$ cat config.mk
export PLATFORM = sky130hd
export DESIGN_NAME = nrs_qpsk_reader_rx
export DESIGN_NICKNAME = d
export VERILOG_FILES = /design/src/rtl/nrs_qpsk_reader_rx.sv
export SDC_FILE = /design/constraint.sdc
export NUM_CORES = 1
export LEC_CHECK = 0
export ABC_AREA = 1
export CAP_MARGIN = 5
export CELL_PAD_IN_SITES_DETAIL_PLACEMENT = 1
export CELL_PAD_IN_SITES_GLOBAL_PLACEMENT = 1
export CORE_ASPECT_RATIO = 1.25
export CORE_UTILIZATION = 28
export CTS_CLUSTER_DIAMETER = 120
export DETAILED_ROUTE_END_ITERATION = 8
export PLACE_DENSITY = 0.83
export SLEW_MARGIN = 0
export SYNTH_ARGS = -nofsm -noshare
export SYNTH_HDL_FRONTEND = slang
export SYNTH_SLANG_ARGS = --single-unit
export TNS_END_PERCENT = 20
$ cat constraint.sdc
create_clock -name clk -period 1.1 [get_ports clk]
set_input_delay 0.11 -clock clk [delete_from_list [all_inputs] [get_ports clk]]
set_output_delay 0.11 -clock clk [all_outputs]
set_load 0.03 [all_outputs]
$ cat src/rtl/nrs_qpsk_reader_rx.sv
// -----------------------------------------------------------------------------
// nrs_qpsk_reader_rx
//
// Consumer side of the NRS bit buffer. When the generator flags a batch
// (nrs_ready), the block reads the Gold-sequence bits two at a time.
// Each pair is mapped to one QPSK reference symbol:
//   bit 0 -> +QPSK_MAG, bit 1 -> -QPSK_MAG  (QPSK_MAG = 1/sqrt(2) in Q1.15)
// The first bit of a pair drives I and the second drives Q.
// Symbols go to the channel estimator over valid/ready. After the last
// symbol of the batch is accepted, est_ack pulses for one clock to release
// the batch back to the generator.
//
// Ports
//   clk        system clock
//   rst        asynchronous reset, active-low
//   nrs_ready  batch available (generator ready flag), sampled in IDLE only
//   rd_en      buffer read strobe (decoded from state)
//   rd_addr    buffer read address (registered read pointer)
//   rd_data    buffer bit, valid one clock after rd_en
//   sym_valid  symbol valid to the estimator
//   sym_ready  estimator accepts the symbol
//   sym_i      signed I component
//   sym_q      signed Q component
//   sym_last   final symbol of a batch, qualified by sym_valid
//   est_ack    one-clock pulse: batch consumed
// -----------------------------------------------------------------------------
module nrs_qpsk_reader_rx #(
  parameter int WIDTH_REG      = 16,
  parameter int LINES          = $clog2(WIDTH_REG),
  parameter int SYMS_PER_BATCH = 2,
  parameter int IQ_WIDTH       = 16,
  parameter int QPSK_MAG       = 23170
) (
  input  logic                       clk,
  input  logic                       rst,
  input  logic                       nrs_ready,
  output logic                       rd_en,
  output logic [LINES-1:0]           rd_addr,
  input  logic                       rd_data,
  output logic                       sym_valid,
  input  logic                       sym_ready,
  output logic signed [IQ_WIDTH-1:0] sym_i,
  output logic signed [IQ_WIDTH-1:0] sym_q,
  output logic                       sym_last,
  output logic                       est_ack
);

  localparam logic [2:0] S_IDLE    = 3'd0;
  localparam logic [2:0] S_READ_I  = 3'd1;
  localparam logic [2:0] S_READ_Q  = 3'd2;
  localparam logic [2:0] S_CAPTURE = 3'd3;
  localparam logic [2:0] S_PRESENT = 3'd4;
  localparam logic [2:0] S_ACK     = 3'd5;

  localparam int CNT_W = (SYMS_PER_BATCH > 1) ? $clog2(SYMS_PER_BATCH) : 1;
  localparam logic [CNT_W-1:0] LAST_CNT = CNT_W'(SYMS_PER_BATCH - 1);
  localparam logic [LINES-1:0] PTR_MAX  = LINES'(WIDTH_REG - 1);

  localparam logic signed [IQ_WIDTH-1:0] MAG_POS = IQ_WIDTH'(QPSK_MAG);
  localparam logic signed [IQ_WIDTH-1:0] MAG_NEG = -MAG_POS;

  logic [2:0]                 state_reg;
  logic [2:0]                 state_next;
  logic [LINES-1:0]           ptr_reg;
  logic [LINES-1:0]           ptr_inc;
  logic [CNT_W-1:0]           cnt_reg;
  logic                       i_bit_reg;
  logic                       sym_valid_reg;
  logic                       sym_last_reg;
  logic signed [IQ_WIDTH-1:0] sym_i_reg;
  logic signed [IQ_WIDTH-1:0] sym_q_reg;

  // Explicit wrap so a non-power-of-two buffer depth still stays in
  // lockstep with the generator's write pointer.
  assign ptr_inc = (ptr_reg == PTR_MAX) ? '0 : ptr_reg + LINES'(1);

  always_comb begin
    state_next = state_reg;
    case (state_reg)
      S_IDLE:    if (nrs_ready) state_next = S_READ_I;
      S_READ_I:  state_next = S_READ_Q;
      S_READ_Q:  state_next = S_CAPTURE;
      S_CAPTURE: state_next = S_PRESENT;
      S_PRESENT: begin
        // sym_valid is always high in PRESENT, so sym_ready alone completes
        // the handshake.
        if (sym_ready) state_next = sym_last_reg ? S_ACK : S_READ_I;
      end
      S_ACK:     state_next = S_IDLE;
      default:   state_next = S_IDLE;
    endcase
  end

  always_ff @(posedge clk or negedge rst) begin
    if (!rst) begin
      state_reg     <= S_IDLE;
      ptr_reg       <= '0;
      cnt_reg       <= '0;
      i_bit_reg     <= 1'b0;
      sym_valid_reg <= 1'b0;
      sym_last_reg  <= 1'b0;
      sym_i_reg     <= '0;
      sym_q_reg     <= '0;
    end else begin
      state_reg <= state_next;
      case (state_reg)
        S_READ_I: begin
          ptr_reg <= ptr_inc;
        end
        S_READ_Q: begin
          ptr_reg   <= ptr_inc;
          // Data for the READ_I access arrives now.
          i_bit_reg <= rd_data;
        end
        S_CAPTURE: begin
          // rd_data now carries the Q bit from the READ_Q access.
          sym_i_reg     <= i_bit_reg ? MAG_NEG : MAG_POS;
          sym_q_reg     <= rd_data   ? MAG_NEG : MAG_POS;
          sym_valid_reg <= 1'b1;
          sym_last_reg  <= (cnt_reg == LAST_CNT);
        end
        S_PRESENT: begin
          if (sym_ready) begin
            sym_valid_reg <= 1'b0;
            sym_last_reg  <= 1'b0;
            if (sym_last_reg) cnt_reg <= '0;
            else              cnt_reg <= cnt_reg + CNT_W'(1);
          end
        end
        default: ;
      endcase
    end
  end

  assign rd_en     = (state_reg == S_READ_I) || (state_reg == S_READ_Q);
  assign est_ack   = (state_reg == S_ACK);
  assign rd_addr   = ptr_reg;
  assign sym_valid = sym_valid_reg;
  assign sym_last  = sym_last_reg;
  assign sym_i     = sym_i_reg;
  assign sym_q     = sym_q_reg;

endmodule
==> summary.md <==
| Metric | Value |
|---|---|
| Status | `finished with violations` |
| Failing checks | `negative setup slack` |
| Pre-antenna DRT Iters | `3` |
| Cell taking the most area after synthesis | `dfrtp_1` |
| H-tree Lvls | `1` |
| Arrival time at the worst endpoint | `approximately 1.1 ns` |
| # IOs | `45` |
| Class of the most critical setup path | `register to output port` |
| Synth cell count leaders | `buf_4 (28), nand2_1 (27), dfrtp_1 (16), nand3_1 (7), o21ai_1 (6)` |
| Maxcap violations | `0` |
| ANT cells | `0` |
| Post-DP HPWL | `1.67 mm` |
| Minimum clock period | `1.21 ns` |
| Routed WL | `~2.5 mm` |
| Mux contribution to synthesized area | `0` |
| Number of synthesized register bits | `16` |
| Clock Latency Late Sink | `0.24 ns` |
| Share of post-route cells with drive strength above 1 | `0.531` |
| Seq/Total Area, Yosys | `0.430` |
| Final #Nets | `151` |
| Maximum clock frequency | `824 MHz` |
| Placed cells | `between 150 and 200` |
| First-pass GRT wire length | `3.72 mm` |
| CTS tree | `done` |
| Final setup TNS | `-0.508 ns` |
| Final setup violation count | `10` |
| Avg Inst Size Synth | `around 8.5 sq um` |
| CP peak stage delay | `0.47 ns` |
| Final Max Tran Viols | `0` |
| Ys flop type | `dfrtp_1` |
| Crit-path cells | `inv_4, nand3_4, nand2_4, buf_6` |
| Final WS setup | `-0.113 ns` |
| Post-synth EDFFs | `0` |
| Via density | `4.59` |
| Antenna-violating nets left | `0` |
| Worst endpoint required time | `0.99 ns` |
| Top delay family on crit path | `flip-flops` |
| Synth warn | `0` |
| Setup crit end kind | `output port` |
| Die X | `53.6 um` |
| Synth Area in Adders | `0.0134` |
| Post-synthesis compound-gate area fraction | `0.0376` |
| Root buffer cell | `clkbuf_8` |
| Startpoint Class | `register` |
| Synthesized area | `931 sq um` |
| Post-route clock period utilization | `1.10` |
| Die area | `3560 sq um` |
| CP max-delay cell | `dfrtp_2` |
| Number of global-route vias before repair | `around 850` |
| Routed vias | `826` |
| Clk_skew | `0.00186 ns` |
| Synth Instances | `between 100 and 150` |
| Flip-flop count of the largest register after layout | `4` |
| Die height | `66.5 um` |
| Hold Crit Class | `input port to async pin` |
| Hold_ws | `0.201 ns` |
| Simple-gate share of the synthesized area | `0.255` |
| Antenna violations before repair | `0` |
| Count leader, synth | `buf_4` |
| Clock slew at reported path FFs | `roughly 0.06 ns` |
| Starting Density | `0.291` |
| TritonCTS Sinks | `16` |
| Largest net degree at the start of global routing | `17` |
| Crit path buf inv count | `2` |
| Endpoints failing hold | `0` |
| Share of the synthesized area in the top cell type | `0.430` |
| Cts bufs inserted | `3` |
| Largest family of logic cells by synthesized area | `simple AND/OR/NAND/NOR gates` |
| Core area | `around 3200 sq um` |
| RePlAce Congestion | `0.783` |
| Synth Area in XOR/XNOR | `0.00941` |
| Synth cell types | `20` |
| DRC | `0` |
| Worst-path fanout max | `4` |
| 1st-iter DRT viols | `5` |
| Unrepaired setup endpoints after global routing | `yes` |
| Area Growth Syn to Fin | `43.4%` |
| DR WL/cell | `13.7 um` |
| Async S/R FF share, synth | `1.00` |
| Final core utilization | `0.418` |
| Fin cells | `180` |
| Overall global routing resource usage | `0.147` |
| FP Rows | `23` |
| Synth top area cells | `dfrtp_1 (43%), buf_4 (23%), nand2_1 (11%)` |
| CTS max path bufs | `2` |
| GRT overflow | `0` |
| IO Port Bufs | `42` |
## metal layers
layer | up-vias | routed length, um | GRT usage
li1 | 386 | - | -
met5 | - | 0 | 0
met1 | 408 | 828 | 0.137
met2 | 30 | 1520 | 0.280
met4 | 0 | 15 | 0.0954
met3 | 2 | 102 | 0.0228
## final cells by class
cell class	instances	area [sq um]
repair buffers	57	453
fillers	388	1860
flip-flops and latches	16	404
multi-input cells	61	363
clock buffers	3	41.3
inverters	6	27.5
well taps	37	46.3
## stage by stage
| step | setup WS (ns) | instance area, sq um |
|---|---|---|
| 6_report | -0.113 | 1340 |
| 5_1_grt | -0.170 | 1340 |
| 4_1_cts | -0.104 | 1290 |
| 3_5_place_dp | -0.0268 | 1130 |
| 3_3_place_gp | 0.0237 | 1130 |
| 2_1_floorplan | -0.0744 | 940 |
## cells in the final DEF (no fill, tap or decap)
| master | synthesis | routed |
|---|---|---|
| nand2_2 | 2 | 4 |
| or2_2 | 1 | 1 |
| inv_4 | 0 | 2 |
| nand3_1 | 7 | 7 |
| inv_2 | 3 | 2 |
| o21ai_1 | 6 | 7 |
| nor2_4 | 0 | 1 |
| nor3_4 | 0 | 1 |
| buf_6 | 0 | 4 |
| clkbuf_8 | 0 | 3 |
| nand3_2 | 3 | 1 |
| conb_1 | 1 | 2 |
| nand2_4 | 1 | 2 |
| dfrtp_1 | 16 | 13 |
| nand3b_1 | 1 | 1 |
| buf_4 | 28 | 49 |
| or2_1 | 1 | 1 |
| xor2_1 | 1 | 1 |
| nor3_1 | 2 | 1 |
| nand2_1 | 27 | 24 |
| dfrtp_2 | 0 | 3 |
| clkdlybuf4s50_1 | 0 | 4 |
| ha_1 | 1 | 1 |
| nand3_4 | 0 | 3 |
| inv_1 | 3 | 2 |
| nor2_1 | 3 | 3 |
## cells by family (layout without fill, tap and decap cells)
family                     count (synthesis)  in the layout
adders and majority gates                  1              1
DFF                                       16             16
xor gates and xnor gates                   1              1
other                                      1              2
buffers and inverters                     34             66
AOI/OAI and AO/OA                          7              7
and+or+nand+nor                           49             50
## path summary, 6_finish.rpt
path | start | endpoint | slack, ns | cells past startpoint
setup / recovery | state_reg[1]$_DFFE_PN0P_ | rd_en | -0.11 | 4
hold / removal | rst | sym_i[14]$_DFFE_PN0N_ | 0.20 | 2
setup reg to reg | state_reg[0]$_DFFE_PN0P_ | sym_valid$_DFFE_PN0P_ | -0.06 | 7
hold reg to reg | i_bit_reg$_DFFE_PN0N_ | sym_i[14]$_DFFE_PN0N_ | 0.50 | 1
max in group asynchronous | rst | sym_i[13]$_DFFE_PN0N_ | 0.70 | 2
min in group clk | rd_data | sym_q[14]$_DFFE_PN0N_ | 0.47 | 2
## what timing repair did
item | 4_1_cts | 5_1_grt
endpoints found under the setup margin | 6 | 36
hold buffers | 0 | 0
gates resized for setup | 11 | 9
gates cloned | 0 | 1
pin swaps | 3 | 1
setup buffers | 10 | 1
Power is left out: the tool's default activity adds up to more than one toggle a clock period on the data nets, which glitch-free logic cannot reach.
